`src/rtl/elbeth_dmem_bridge_if.sv`:
```
// rtl/elbeth_dmem_bridge_if.sv - core-side, memory-side and fault signals of the data bridge
interface elbeth_dmem_bridge_if #(
    parameter int ADDR_WIDTH = 8
);
    logic                  core_en;
    logic [31:0]           core_addr;
    logic [3:0]            core_rw;
    logic [31:0]           core_wdata;
    logic [31:0]           core_rdata;
    logic                  core_ready;
    logic                  core_error;
    logic                  mem_en;
    logic [ADDR_WIDTH-1:0] mem_addr;
    logic [3:0]            mem_rw;
    logic [31:0]           mem_wdata;
    logic [31:0]           mem_rdata;
    logic                  mem_ready;
    logic [31:0]           err_addr;
    logic [1:0]            err_cause;

    // Bridge view
    modport slave (
        input  core_en, core_addr, core_rw, core_wdata, mem_rdata, mem_ready,
        output core_rdata, core_ready, core_error, mem_en, mem_addr, mem_rw,
               mem_wdata, err_addr, err_cause
    );

    // Environment view (core + memory)
    modport master (
        output core_en, core_addr, core_rw, core_wdata, mem_rdata, mem_ready,
        input  core_rdata, core_ready, core_error, mem_en, mem_addr, mem_rw,
               mem_wdata, err_addr, err_cause
    );
endinterface

```
`src/rtl/elbeth_dmem_bridge.sv`:
```
// rtl/elbeth_dmem_bridge.sv - core data port to memory port B bridge with range/enable checks and timeout
module elbeth_dmem_bridge #(
    parameter int ADDR_WIDTH = 8,
    parameter int TIMEOUT    = 16
) (
    input  logic                clk,
    input  logic                rst,
    elbeth_dmem_bridge_if.slave bus
);
    localparam int CNT_W = $clog2(TIMEOUT + 1);

    typedef enum logic [1:0] {IDLE, ACCESS, RESP} state_t;

    state_t             state, state_d;
    logic [CNT_W-1:0]   cnt, cnt_d;
    logic [31:0]        addr_q;
    logic [3:0]         rw_q;
    logic [31:0]        wdata_q;
    logic [31:0]        rdata_q;
    logic               err_q;
    logic [31:0]        err_addr_q;
    logic [1:0]         err_cause_q;

    logic               latch;
    logic               finish;
    logic               fin_err;
    logic [1:0]         fin_cause;
    logic [31:0]        fin_addr;
    logic [31:0]        fin_rdata;
    logic [31:0]        addr_hi;
    logic               out_of_range;
    logic               rw_legal;

    always_comb begin
        addr_hi      = bus.core_addr >> (ADDR_WIDTH + 2);
        out_of_range = |addr_hi;
        case (bus.core_rw)
            4'b0000, 4'b0001, 4'b0010, 4'b0100, 4'b1000,
            4'b0011, 4'b1100, 4'b1111: rw_legal = 1'b1;
            default:                   rw_legal = 1'b0;
        endcase
    end

    always_ff @(posedge clk) begin
        if (rst) begin
            state <= IDLE;
            cnt   <= '0;
        end else begin
            state <= state_d;
            cnt   <= cnt_d;
        end
    end

    always_comb begin
        state_d   = state;
        cnt_d     = cnt;
        latch     = 1'b0;
        finish    = 1'b0;
        fin_err   = 1'b0;
        fin_cause = 2'd0;
        fin_addr  = addr_q;
        fin_rdata = '0;
        case (state)
            IDLE: begin
                if (bus.core_en) begin
                    latch    = 1'b1;
                    fin_addr = bus.core_addr;
                    // Range fault takes priority over an illegal enable pattern
                    if (out_of_range) begin
                        state_d   = RESP;
                        finish    = 1'b1;
                        fin_err   = 1'b1;
                        fin_cause = 2'd1;
                    end else if (!rw_legal) begin
                        state_d   = RESP;
                        finish    = 1'b1;
                        fin_err   = 1'b1;
                        fin_cause = 2'd2;
                    end else begin
                        state_d = ACCESS;
                        cnt_d   = '0;
                    end
                end
            end
            ACCESS: begin
                // Ready wins over timeout on the last allowed cycle
                if (bus.mem_ready) begin
                    state_d   = RESP;
                    finish    = 1'b1;
                    fin_rdata = (rw_q == 4'b0000) ? bus.mem_rdata : '0;
                end else if (cnt == CNT_W'(TIMEOUT - 1)) begin
                    state_d   = RESP;
                    finish    = 1'b1;
                    fin_err   = 1'b1;
                    fin_cause = 2'd3;
                end else begin
                    cnt_d = cnt + 1'b1;
                end
            end
            RESP:    state_d = IDLE;
            default: state_d = IDLE;
        endcase
    end

    always_ff @(posedge clk) begin
        if (rst) begin
            addr_q      <= '0;
            rw_q        <= '0;
            wdata_q     <= '0;
            rdata_q     <= '0;
            err_q       <= 1'b0;
            err_addr_q  <= '0;
            err_cause_q <= '0;
        end else begin
            if (latch) begin
                addr_q  <= bus.core_addr;
                rw_q    <= bus.core_rw;
                wdata_q <= bus.core_wdata;
            end
            if (finish) begin
                rdata_q <= fin_rdata;
                err_q   <= fin_err;
                if (fin_err) begin
                    err_addr_q  <= fin_addr;
                    err_cause_q <= fin_cause;
                end
            end
        end
    end

    assign bus.core_ready = (state == RESP);
    assign bus.core_error = (state == RESP) && err_q;
    assign bus.core_rdata = rdata_q;
    assign bus.mem_en     = (state == ACCESS);
    assign bus.mem_addr   = addr_q[ADDR_WIDTH+1:2];
    assign bus.mem_rw     = rw_q;
    assign bus.mem_wdata  = wdata_q;
    assign bus.err_addr   = err_addr_q;
    assign bus.err_cause  = err_cause_q;
endmodule

```
`src/flat_wrapper.sv`:
```
// flat-port wrapper written by rule: the top's interface ports become plain ports
module elbeth_dmem_bridge_flat 
#(
    parameter int ADDR_WIDTH = 8,
    parameter int TIMEOUT    = 16
)
  (clk, rst, bus_core_en, bus_core_addr, bus_core_rw, bus_core_wdata, bus_mem_rdata, bus_mem_ready, bus_core_rdata, bus_core_ready, bus_core_error, bus_mem_en, bus_mem_addr, bus_mem_rw, bus_mem_wdata, bus_err_addr, bus_err_cause);
  elbeth_dmem_bridge_if #(.ADDR_WIDTH(ADDR_WIDTH)) bus_i ();
  input  logic clk;
  input  logic rst;
  input wire logic [$bits(bus_i.core_en)-1:0] bus_core_en;
  input wire logic [$bits(bus_i.core_addr)-1:0] bus_core_addr;
  input wire logic [$bits(bus_i.core_rw)-1:0] bus_core_rw;
  input wire logic [$bits(bus_i.core_wdata)-1:0] bus_core_wdata;
  input wire logic [$bits(bus_i.mem_rdata)-1:0] bus_mem_rdata;
  input wire logic [$bits(bus_i.mem_ready)-1:0] bus_mem_ready;
  output wire logic [$bits(bus_i.core_rdata)-1:0] bus_core_rdata;
  output wire logic [$bits(bus_i.core_ready)-1:0] bus_core_ready;
  output wire logic [$bits(bus_i.core_error)-1:0] bus_core_error;
  output wire logic [$bits(bus_i.mem_en)-1:0] bus_mem_en;
  output wire logic [$bits(bus_i.mem_addr)-1:0] bus_mem_addr;
  output wire logic [$bits(bus_i.mem_rw)-1:0] bus_mem_rw;
  output wire logic [$bits(bus_i.mem_wdata)-1:0] bus_mem_wdata;
  output wire logic [$bits(bus_i.err_addr)-1:0] bus_err_addr;
  output wire logic [$bits(bus_i.err_cause)-1:0] bus_err_cause;
  assign bus_i.core_en = bus_core_en;
  assign bus_i.core_addr = bus_core_addr;
  assign bus_i.core_rw = bus_core_rw;
  assign bus_i.core_wdata = bus_core_wdata;
  assign bus_i.mem_rdata = bus_mem_rdata;
  assign bus_i.mem_ready = bus_mem_ready;
  assign bus_core_rdata = bus_i.core_rdata;
  assign bus_core_ready = bus_i.core_ready;
  assign bus_core_error = bus_i.core_error;
  assign bus_mem_en = bus_i.mem_en;
  assign bus_mem_addr = bus_i.mem_addr;
  assign bus_mem_rw = bus_i.mem_rw;
  assign bus_mem_wdata = bus_i.mem_wdata;
  assign bus_err_addr = bus_i.err_addr;
  assign bus_err_cause = bus_i.err_cause;
  elbeth_dmem_bridge #(.ADDR_WIDTH(ADDR_WIDTH), .TIMEOUT(TIMEOUT)) u_core (.clk(clk), .rst(rst), .bus(bus_i));
endmodule
```
`config.mk`:
```
export PLATFORM = sky130hd
export DESIGN_NAME = elbeth_dmem_bridge_flat
export DESIGN_NICKNAME = d
export VERILOG_FILES = /design/src/rtl/elbeth_dmem_bridge_if.sv /design/src/rtl/elbeth_dmem_bridge.sv /design/src/flat_wrapper.sv
export SDC_FILE = /design/constraint.sdc
export NUM_CORES = 1
export LEC_CHECK = 0
export ABC_AREA = 1
export BUFFER_PORTS_ARGS = -buffer_cell sky130_fd_sc_hd__buf_2
export CORE_ASPECT_RATIO = 0.5
export CORE_MARGIN = 5
export CORE_UTILIZATION = 40
export DETAILED_ROUTE_END_ITERATION = 7
export PLACE_DENSITY = 0.64
export SYNTH_ARGS = -nofsm -noshare
export SYNTH_HDL_FRONTEND = slang
export SYNTH_SLANG_ARGS = --single-unit
```
`constraint.sdc`:
```
create_clock -name clk -period 3 [get_ports clk]
set_clock_uncertainty 0.2 [all_clocks]
set_input_delay 0.75 -clock clk [delete_from_list [all_inputs] [get_ports clk]]
set_output_delay 0.75 -clock clk [all_outputs]
set_load 0.005 [all_outputs]
```
======== Word-level counts from Yosys, hierarchy flattened ========
Memory sizes are Yosys's and may differ from the RTL's.
Index checks and enable logic that the tools add are counted.
W data, S select, Z words.
cells by class
  multiplexer cells ....................... 33
  eq/ne operators ......................... 9
  $add $sub $neg .......................... 1
  reductions and logical operators ........ 8
operator list
  kind                   number
  $mux W32               5
  $mux W5                5
  $reduce_or A22 Y1      1
  $mux W2                10
  $pmux W5 S2            1
  $mux W1                8
  $ne A2 B2 Y1 const B   4
  $pmux W2 S2            2
  $reduce_and A6 Y1      1
  $add A5 B1 Y5 const B  1
  $eq A5 B4 Y1 const B   1
  $logic_not A4 Y1       1
  $pmux W1 S2            2
  $reduce_and A2 Y1      2
  $ne A3 B2 Y1 const B   1
  $eq A2 B1 Y1 const B   1
  $eq A2 B2 Y1 const B   1
  $logic_not A2 Y1       1
  $ne A2 B1 Y1 const B   1
  $reduce_bool A2 Y1     1
  $logic_and A1 B1 Y1    1
storage, ports and cells
  input port bits ......................... 104
  word-level logic and storage cells ...... 61
  ROM bits ................................ 16
  flip-flop bits (word level) ............. 142
  memories kept ........................... 1
memory list
  memory           depth  bits a word  read ports  clocked after Yosys merged registers in  wr ports  RTL line                  source
  (no name shown)  16     1            1           0                                        0         elbeth_dmem_bridge.sv:37  case (bus.core_rw)

======== Longest topological paths before layout ========
Gate-level depths: netlist of the first run.
An unclocked memory read counts as a cell.
  depth in word-level cells ............... 6
  mapped depth ............................ 13
  gate-level depth less buffers ........... 11

======== Least setup slack after synthesis of the first run ========
Ideal clock, no wire load.
  path kind ............................... input -> register
  start point ............................. in bus_core_rw[0]
  end point ............................... reg u_core.rdata_q[22], in the netlist u_core.bus.core_rdata[22]
  slack ................................... 699 ps
  setup time .............................. 128 ps
  data required time ...................... 2,672 ps
  data arrival time ....................... 1,973 ps
  cell stages on the path ................. 9
  cell sequence ........................... inv_1 > ha_1 > inv_1 > o21ai_1 > a21oi_2 > nand2_4 > buf_2 > o21ai_0 > nor2_1
on the way
  word-level cells in the longest chain between the ends .. 5
ends and longest elaborated chain
  element                 RTL line                   source
  start: declaration      flat_wrapper.sv:13         input wire logic [$bits(bus_i.core_rw)-1:0] bus_core_rw;
  $mem_v2 Z16 W1          -
  $mux W1                 elbeth_dmem_bridge.sv:74   end else if (!rw_legal) begin
  $mux W1                 elbeth_dmem_bridge.sv:69   if (out_of_range) begin
  $mux W1                 elbeth_dmem_bridge.sv:65   if (bus.core_en) begin
  $pmux W1 S2             elbeth_dmem_bridge.sv:63   case (state)
  end signal: assignment  elbeth_dmem_bridge.sv:121  rdata_q <= fin_rdata;
  end: declaration        elbeth_dmem_bridge.sv:19   logic [31:0] rdata_q;
Every way passes these cells.
A chain may end at the register's enable or synchronous reset.

======== Worst setup path after layout of the first run ========
  start point ............................. reg u_core.cnt[0]
  end point ............................... reg u_core.rdata_q[25], in the netlist u_core.bus.core_rdata[25]
on the way
  word-level cells in the longest chain between the ends .. 4
ends and longest elaborated chain
  element                   RTL line                  source
  start: declaration        elbeth_dmem_bridge.sv:15  logic [CNT_W-1:0] cnt, cnt_d;
  start signal: assignment  elbeth_dmem_bridge.sv:50  cnt <= cnt_d;
  $eq A5 B4 Y1              elbeth_dmem_bridge.sv:91  end else if (cnt == CNT_W'(TIMEOUT - 1)) begin
  $mux W1                   elbeth_dmem_bridge.sv:91
  $mux W1                   elbeth_dmem_bridge.sv:87  if (bus.mem_ready) begin
  $pmux W1 S2               elbeth_dmem_bridge.sv:63
Every way passes these cells.

==> results of run 1 <==
## per-stage QoR
stage                     power [uW]  area [um^2]  instances
after floorplan                 2480         5430        703
after detailed placement        2740         6570       1054
final                           4850         7180       1086
after CTS                       4910         7180       1086
after global placement          2730         6570       1054
after global routing            5100         7180       1086
## registers in the layout, summed over array words and instances, names as in the netlist
signal                 cells
u_core.addr_q             32
u_core.bus.core_rdata     32
u_core.bus.err_addr       32
u_core.bus.mem_wdata      32
u_core.cnt                 5
u_core.bus.mem_rw          4
u_core.bus.err_cause       2
u_core.state               2
u_core.err_q               1
## cell usage after synthesis
cell type and number:
a21oi_1 28, a21oi_2 1, buf_1 1, buf_2 17, buf_4 12, clkbuf_1 20
dfxtp_1 142, ha_1 3, inv_1 22, mux2i_1 32, nand2_1 132, nand2_2 1
nand2_4 1, nand3_1 26, nand4_1 2, nor2_1 201, nor3_1 2, nor3_4 1
nor3b_1 2, o21ai_0 45, o21ai_1 10, or2_0 1, xor2_1 1
## metal layers
layer | global-route usage | vias to the layer above
met3 | 0.0449 | 17
met2 | 0.301 | 126
met5 | 0 | -
li1 | - | 2606
met1 | 0.214 | 2246
met4 | 0.0614 | 0
## power groups by stage
| stage | clock, uW | sequential, uW | combinational (uW) |
|---|---|---|---|
| 2_1_floorplan | 0 | 2140 | 344 |
| 3_3_place_gp | 0 | 2130 | 601 |
| 3_5_place_dp | 0 | 2130 | 610 |
| 4_1_cts | 2210 | 2090 | 612 |
| 5_1_grt | 2300 | 2110 | 689 |
| 6_report | 2160 | 2090 | 603 |
## worst paths after layout
check | startpoint | to | depth (start not counted)
max | u_core.cnt[0] | u_core.bus.core_rdata[25] | 10
min | u_core.bus.err_addr[15] | u_core.bus.err_addr[15] | 2
max reg2reg | u_core.cnt[0] | u_core.bus.core_rdata[25] | 10
min reg2reg | u_core.bus.err_addr[15] | u_core.bus.err_addr[15] | 2
## kinds of logic (layout without fill, tap and decap cells)
family / after synthesis / count (layout) / share of synthesized area
and+or+nand+nor: 369 / 369 / 0.269
DFF: 142 / 142 / 0.524
AOI/OAI and AO/OA: 84 / 84 / 0.0781
buffers and inverters: 72 / 279 / 0.0620
muxes: 32 / 32 / 0.0590
adders and majority gates: 3 / 3 / 0.00692
xor gates and xnor gates: 1 / 1 / 0.00161
## final cells by class
class | instances | area [um^2] | area share
flip-flops and latches | 142 | 2840 | 0.396
multi-input cells | 489 | 2250 | 0.314
repair buffers | 225 | 1170 | 0.163
clock buffers | 19 | 443 | 0.0617
well taps | 176 | 220 | 0.0307
clock inverters | 13 | 164 | 0.0228
inverters | 22 | 82.6 | 0.0115
## worst reg2reg max path: stages (launching register included)
cell	delay [ns]
dfxtp_1	0.34
ha_1	0.22
nand2_1	0.08
nor2_1	0.05
ha_1	0.20
nor2_1	0.21
nor2_1	0.10
a21oi_2	0.19
nand2_4	0.23
o21ai_0	0.22
nor2_1	0.07
==> impl_results.md, run 1 <==
* # rows at 30
* Arrival time worst endpoint at 2.30 ns
* Post-synth top area share at 0.524
* Max capacitance violation total at 0
* Final Util at 0.536
* Rel. slew slack at 0.324
* Largest stage delay, worst path at 0.34 ns
* Post-synthesis sequential element count at 142
* Clock group share of total power at 0.445
* CTS sink count at 142
* Sequential area share after synthesis at 0.524
* Worst hold slack at 0.274 ns
* Routed len/inst at about 13 um
* Psw at between 1000 and 1500 uW
* Synth top area cells: dfxtp_1 52%, nor2_1 14%, nand2_1 9.1%, mux2i_1 5.9%, o21ai_0 4.1%
* Crit-path max FO at 34
* I/O Buffers at between 200 and 250
* Worst-path cell chain: ha_1 -> nand2_1 -> nor2_1 -> ha_1 -> nor2_1 -> nor2_1 -> a21oi_2 -> nand2_4 -> o21ai_0 -> nor2_1
* Setup_tns at 0 ns
* Final hold vios at 0
* P_leak at 0.00362 uW
* CTS Hold Bufs at 0
* Gp weighted congestion at 0.798
* Setup WS pre-CTS at 0.449 ns
* Wl on met1 at 6.33 mm
* Most frequent cells in the layout: 216 x buf_2, 201 x nor2_1, 142 x dfxtp_1
* Full die area at 16,100 um^2
* CP Capture Type: flip-flop
* Drt first pass iters at 4
* Htree depth at 4
* CP dominant cell by count: nor2_1
* Flop pwr share at 0.431
* Most common cell after layout, fill and taps aside: buf_2
* Pin count of the biggest net entering global routing at 74
* Grt total ovfl at 0
* Slowest CP cell: dfxtp_1
* Synthesized net count at 810
* PwrDens at 676 nW/um^2
* RSZ-0062 raised after global routing: false
* DRC at 0
* Fillers at 1,289
* Worst slew pin tran at about 1.0 ns
* Top sig layer: met4
* Vias in the first global route at 4,798
* Post-Route WL at 14.3 mm
* Total CTS buffers at 17
* Highest clock rate at about 450 MHz
* Met2 wire len at roughly 7 mm
* Final ANT Viol Nets at 0
* Ant. Diodes at 0
* Mapped Area at 5430 um^2
* GRT Total Usage at 0.175
* CP Class: flip-flop to flip-flop
* Die H at 92.4 um
* Net Sw Frac at 0.253
* Endpoints failing setup at 0
* VDD IR-drop max at 0.330 mV
* Buf/Inv on CP at 0
* Fin worst setup slack at 0.755 ns
* Combinational Power Share at 0.124
* First-pass GRT wire length at 23.3 mm
* Tmin final at 2.25 ns
* Core ar. at 13,400 um^2
* Layout area overhead at 32.3%
* Chip width at 175 um
* CTS Root Cell: clkbuf_16
* Post_cts resized at 0
* Mapped Cells at 703
* WP data required at just over 3 ns
* Routed wl met3 at 831 um
* CP Launch Type: flip-flop
* Vias at 4,995
* Synth area leader: dfxtp_1
* Initial antenna violation count at 0
* Iter 0 DRT Violations at 237
* Boundary pin count at 217
* Syn avg cell area at roughly 7.7 um^2
* Initial core utilization at 0.405
* Distinct cells, synth at 23
* Crit path max-delay family: simple AND/OR/NAND/NOR gates
* Min-delay worst type: flip-flop to flip-flop
* DPL Wire Length at 9.90 mm
* Synthesis warning total at 0
* Status: finished clean
* Flop2flop setup slack at between 0.7 and 0.8 ns
* Max Transition Viols Final at 0
* Via density per instance at about 4.6
* Final period utilization at 0.748
* NumNets Final at 1,004
* TritonCTS clock tree: done
* CTS clk-pin slew, worst paths at 0.06 ns
* Layout cell share with drive strength beyond 1 at 0.288
* Pint at 3620 uW
* Post-CTS setup repair buffer count at 0
* Worst-Skew Late Latency at 0.41 ns
* Bufs on Longest Clock Path at 2
(Power assumes the default switching activity.)
==> run 2, diff against run 1 <==
PLACE_DENSITY = 0.67   (was 0.64)
clock period = 2 ns   (was 3 ns; I/O delays follow)
==> impl_results.md, run 2 (same netlist as run 1, synthesis figures left out) <==
* CP Launch Type: flip-flop
* CTS clk-pin slew, worst paths at approximately 0.060 ns
* Worst-Skew Late Latency at a little over 0.4 ns
* PwrDens at 959 nW/um^2
* Rel. slew slack at 0.822
* Grt total ovfl at 0
* VDD IR-drop max at 0.549 mV
* Failing checks: negative setup slack
* Reg2Reg Depth at 13
* Most frequent cells in the layout: 216 x buf_2, 175 x nor2_1, 139 x dfxtp_1
* Clock group share of total power at 0.435
* Boundary pin count at between 200 and 250
* Vias at between 5,000 and 6,000
* CP Capture Type: flip-flop
* Net Sw Frac at 0.256
* Core ar. at 13,400 um^2
* WHS Path Cells at 3
* Flop2flop setup slack at -0.007 ns
* Combinational Power Share at 0.158
* Worst hold slack at 0.107 ns
* First-pass GRT wire length at 25.3 mm
* RSZ-0062 raised after global routing: true
* Pin count of the biggest net entering global routing at 58
* Pint at 5770 uW
* Most common cell after layout, fill and taps aside: buf_2
* Tmin final at 2.01 ns
* Via density per instance at 4.71
* Fin worst setup slack at -0.00676 ns
* Arrival time worst endpoint at 2.11 ns
* CTS sink count at 142
* Final ANT Viol Nets at 0
* RR Endpoint: u_core.bus.err_addr[26]
* Launching point of the worst reg2reg path: u_core.cnt[1]
* Final period utilization at 1.00
* Chip width at 175 um
* Initial antenna violation count at 0
* Routed len/inst at about 14 um
* TritonCTS clock tree: done
* Final Util at 0.603
* I/O Buffers at 216
* Status: finished with violations
* Drt first pass iters at 4
* Layout area overhead at 48.8%
* Die H at 92.4 um
* # rows at 30
* Vias in the first global route at a little over 5,000
* Flop pwr share at 0.407
* Post-Route WL at 16.0 mm
* Min-delay worst type: input port to flip-flop
* P_leak at 0.00400 uW
* Total CTS buffers at 17
* Final hold vios at 0
* Gp weighted congestion at 0.762
* Endpoints failing setup at 2
* Full die area at 16,100 um^2
* Layout cell share with drive strength beyond 1 at 0.375
* Highest clock rate at 498 MHz
* DPL Wire Length at 10.4 mm
* Max capacitance violation total at 0
* Max Transition Viols Final at 0
* NumNets Final at 1,051
* Initial core utilization at 0.405
* Bufs on Longest Clock Path at 2
* Worst slew pin tran at between 0.2 and 0.3 ns
* Psw at 1980 uW
* Iter 0 DRT Violations at 219
* Worst Hold Endpoint: u_core.bus.mem_wdata[11]
* CTS Root Cell: clkbuf_16
* Min-delay src: bus_core_wdata[11]
* CP Class: flip-flop to flip-flop
* GRT Total Usage at 0.191
* Crit-path max FO at 5
* DRC at 0
* Ant. Diodes at 0
* WP data required at 2.10 ns
* Htree depth at 4
## run 2: changes by cell type in the layout (fill, tap and decap cells not counted), sizes merged
cell	delta
buf	+40
bufbuf	+1
bufinv	+1
clkbuf	+4
clkinv	-2
clkinvlp	+1
nand2	+2
## run 2: worst max-delay path: stages (launching register included)
cell and delay (ns):
dfxtp_2 0.35, ha_4 0.15, nand2_4 0.06, nor2_4 0.10, ha_4 0.16, inv_2 0.04
nor3_2 0.19, inv_2 0.08, nand3_4 0.12, buf_6 0.16, clkbuf_16 0.15, nand2_1 0.05
nand2_1 0.06, nor2_1 0.04
## run 2: worst max-delay path by stage
stage                                 start                         to  slack, ns  cells after the start
final                         u_core.cnt[1]    u_core.bus.err_addr[26]     -0.007                     13
after global routing          u_core.cnt[1]    u_core.bus.err_addr[26]      -0.11                     13
after CTS                     u_core.cnt[0]  u_core.bus.core_rdata[12]       0.01                     12
after detailed placement     bus_core_rw[0]  u_core.bus.core_rdata[12]      -0.22                     10
after global placement    bus_core_addr[23]  u_core.bus.core_rdata[11]      -0.18                     10
after floorplan               u_core.cnt[0]  u_core.bus.core_rdata[22]      0.005                     11
## run 2: layer usage
metal / vias to the layer above / share of wire / wire [um] / global-route usage
met3: 24 / 0.056 / 900 / 0.0469
li1: 2717 / - / - / -
met4: 0 / 0.018 / 290 / 0.0699
met1: 2450 / 0.43 / 6850 / 0.237
met5: - / 0 / 0 / 0
met2: 140 / 0.50 / 8000 / 0.326
## run 2: power groups by stage
stage	clock, uW	sequential (uW)	combinational (uW)
2_1_floorplan	0	3210	528
3_3_place_gp	0	3190	981
3_5_place_dp	0	3200	1000
4_1_cts	3430	3140	1120
5_1_grt	3580	3180	1360
6_report	3370	3150	1230
## run 2: area by class of cell
type / instances / area [um^2]
fillers: 1230 / 5320
clock inverters: 13 / 188
clock buffers: 19 / 443
well taps: 176 / 220
inverters: 22 / 85.1
multi-input cells: 491 / 2510
repair buffers: 270 / 1780
flip-flops and latches: 142 / 2850
## run 2: repair_timing
action | CTS | global route
hold buffers | 0 | 0
pin swaps | 6 | 28
resized for setup | 17 | 62
endpoints found under the setup margin | 56 | 71
setup buffers | 7 | 2
cloned | 6 | 5
## run 2: metrics by stage
stage	area, um^2	setup TNS [ns]	instances	total power [uW]	worst slack (ns)
after floorplan	5450	0	703	3740	0.00489
after global placement	6880	-7.81	1082	4170	-0.183
after detailed placement	6880	-9.58	1082	4200	-0.216
after CTS	7770	0	1127	7690	0.0131
after global routing	8080	-2.33	1133	8120	-0.109
final	8080	-0.00963	1133	7750	-0.00676
==> run 3, diff against run 2 <==
SETUP_SLACK_MARGIN = 0.3   (was unset)
==> impl_results.md, run 3 (same netlist as run 1, synthesis figures left out) <==
* Highest clock rate at 505 MHz
* Bufs on Longest Clock Path at 2
* DPL Wire Length at 10.4 mm
* GRT Total Usage at 0.191
* Full die area at 16,100 um^2
* CTS Root Cell: clkbuf_16
* Initial antenna violation count at 0
* Die H at 92.4 um
* Worst slew pin tran at between 0.2 and 0.3 ns
* Final Util at 0.618
* CTS sink count at 142
* Rel. slew slack at 0.808
* TritonCTS clock tree: done
* # rows at 30
* Min-delay worst type: input port to flip-flop
* Post-Route WL at 16.3 mm
* Gp weighted congestion at 0.748
* Most common cell after layout, fill and taps aside: buf_2
* Final ANT Viol Nets at 0
* Ant. Diodes at 0
* Arrival time worst endpoint at just over 2 ns
* CTS clk-pin slew, worst paths at about 0.06 ns
* Final period utilization at 0.990
* Via density per instance at 4.71
* RSZ-0062 raised after global routing: true
* Grt total ovfl at 0
* CTS Hold Bufs at 0
* P_leak at 0.00404 uW
* CP Capture Type: flip-flop
* Vias at 5,357
* Worst-Skew Late Latency at 0.41 ns
* VDD IR-drop max at around 0.47 mV
* Layout cell share with drive strength beyond 1 at 0.400
* Final hold vios at 0
* First-pass GRT wire length at approximately 25 mm
* Worst hold slack at 0.115 ns
* Status: finished clean
* Initial core utilization at 0.405
* Core ar. at 13,400 um^2
* Max Transition Viols Final at 0
* Drt first pass iters at 4
* CP Class: flip-flop to flip-flop
* Htree depth at 4
* Most frequent cells in the layout: 215 x buf_2, 187 x nor2_1, 138 x dfxtp_1
* Reg2Reg Depth at 12
* Crit-path max FO at 8
* Vias in the first global route at slightly above 5,000
* WHS Path Cells at 3
* NumNets Final at 1,057
* Endpoints failing setup at 0
* I/O Buffers at 216
* Boundary pin count at approximately 220
* Fillers at 1,181
* Total CTS buffers at 17
* PwrDens at ~950 nW/um^2
* Pin count of the biggest net entering global routing at 52
* Routed len/inst at around 14 um
* Chip width at around 170 um
* WP data required at around 2.1 ns
* DRC at 0
* Max capacitance violation total at 0
* Final Total Pwr at 7870 uW
* Layout area overhead at 52.5%
* Tmin final at 1.98 ns
* CP Launch Type: flip-flop
* Iter 0 DRT Violations at approximately 270
run 3: path summary, 6_finish.rpt:
kind,start,end,slack [ns]
max,u_core.cnt[1],u_core.bus.core_rdata[25],0.02
min,bus_core_wdata[10],u_core.bus.mem_wdata[10],0.12
max reg2reg,u_core.cnt[1],u_core.bus.core_rdata[25],0.02
min reg2reg,u_core.bus.core_rdata[15],u_core.bus.core_rdata[15],0.27
run 3: area by class of cell:
cell class                      count  area [um^2]  area share
Inverter                           22         92.6      0.0112
Clock inverter                     13          215      0.0260
Multi-Input combinational cell    492         2590       0.313
Clock buffer                       18          429      0.0519
Sequential cell                   142         2850       0.345
Tap cell                          176          220      0.0266
Timing Repair Buffer              275         1880       0.227
run 3: timing repair:
| item | CTS | global route |
|---|---|---|
| setup buffers | 9 | 5 |
| gates resized for setup | 29 | 55 |
| endpoints found under the setup margin | 74 | 83 |
| cloned | 6 | 7 |
| pin swaps | 8 | 11 |
run 3: critical path, stage by stage, from the launching register on:
cell,delay [ns]
dfxtp_2,0.33
ha_4,0.16
nand2_4,0.07
nor2_2,0.03
ha_2,0.18
buf_6,0.11
nor2_4,0.10
nor2_4,0.05
a21oi_4,0.13
buf_12,0.18
nand2_4,0.11
o21ai_1,0.15
nor2_1,0.05
run 3: per-stage QoR:
stage          cells  setup TNS, ns  cell area, um^2  setup slack (ns)
2_1_floorplan    703              0             5560             0.137
3_3_place_gp    1080          -7.29             6920            -0.183
3_5_place_dp    1080          -8.50             6920            -0.210
4_1_cts         1126              0             7910            0.0404
5_1_grt         1138          -1.22             8280           -0.0531
6_report        1138              0             8280            0.0192
run 3: where the power goes:
group          total [uW]  internal [uW]  switching, uW
sequential           3150           3040            104
clock                3460           2220           1250
combinational        1260            616            643
run 3: per-layer routing:
metal | track usage | part of all wire | vias up
li1 | - | - | 2731
met1 | 0.231 | 0.43 | 2488
met2 | 0.338 | 0.51 | 123
met3 | 0.0469 | 0.051 | 15
met4 | 0.0614 | 0.012 | 0
met5 | 0 | 0 | -
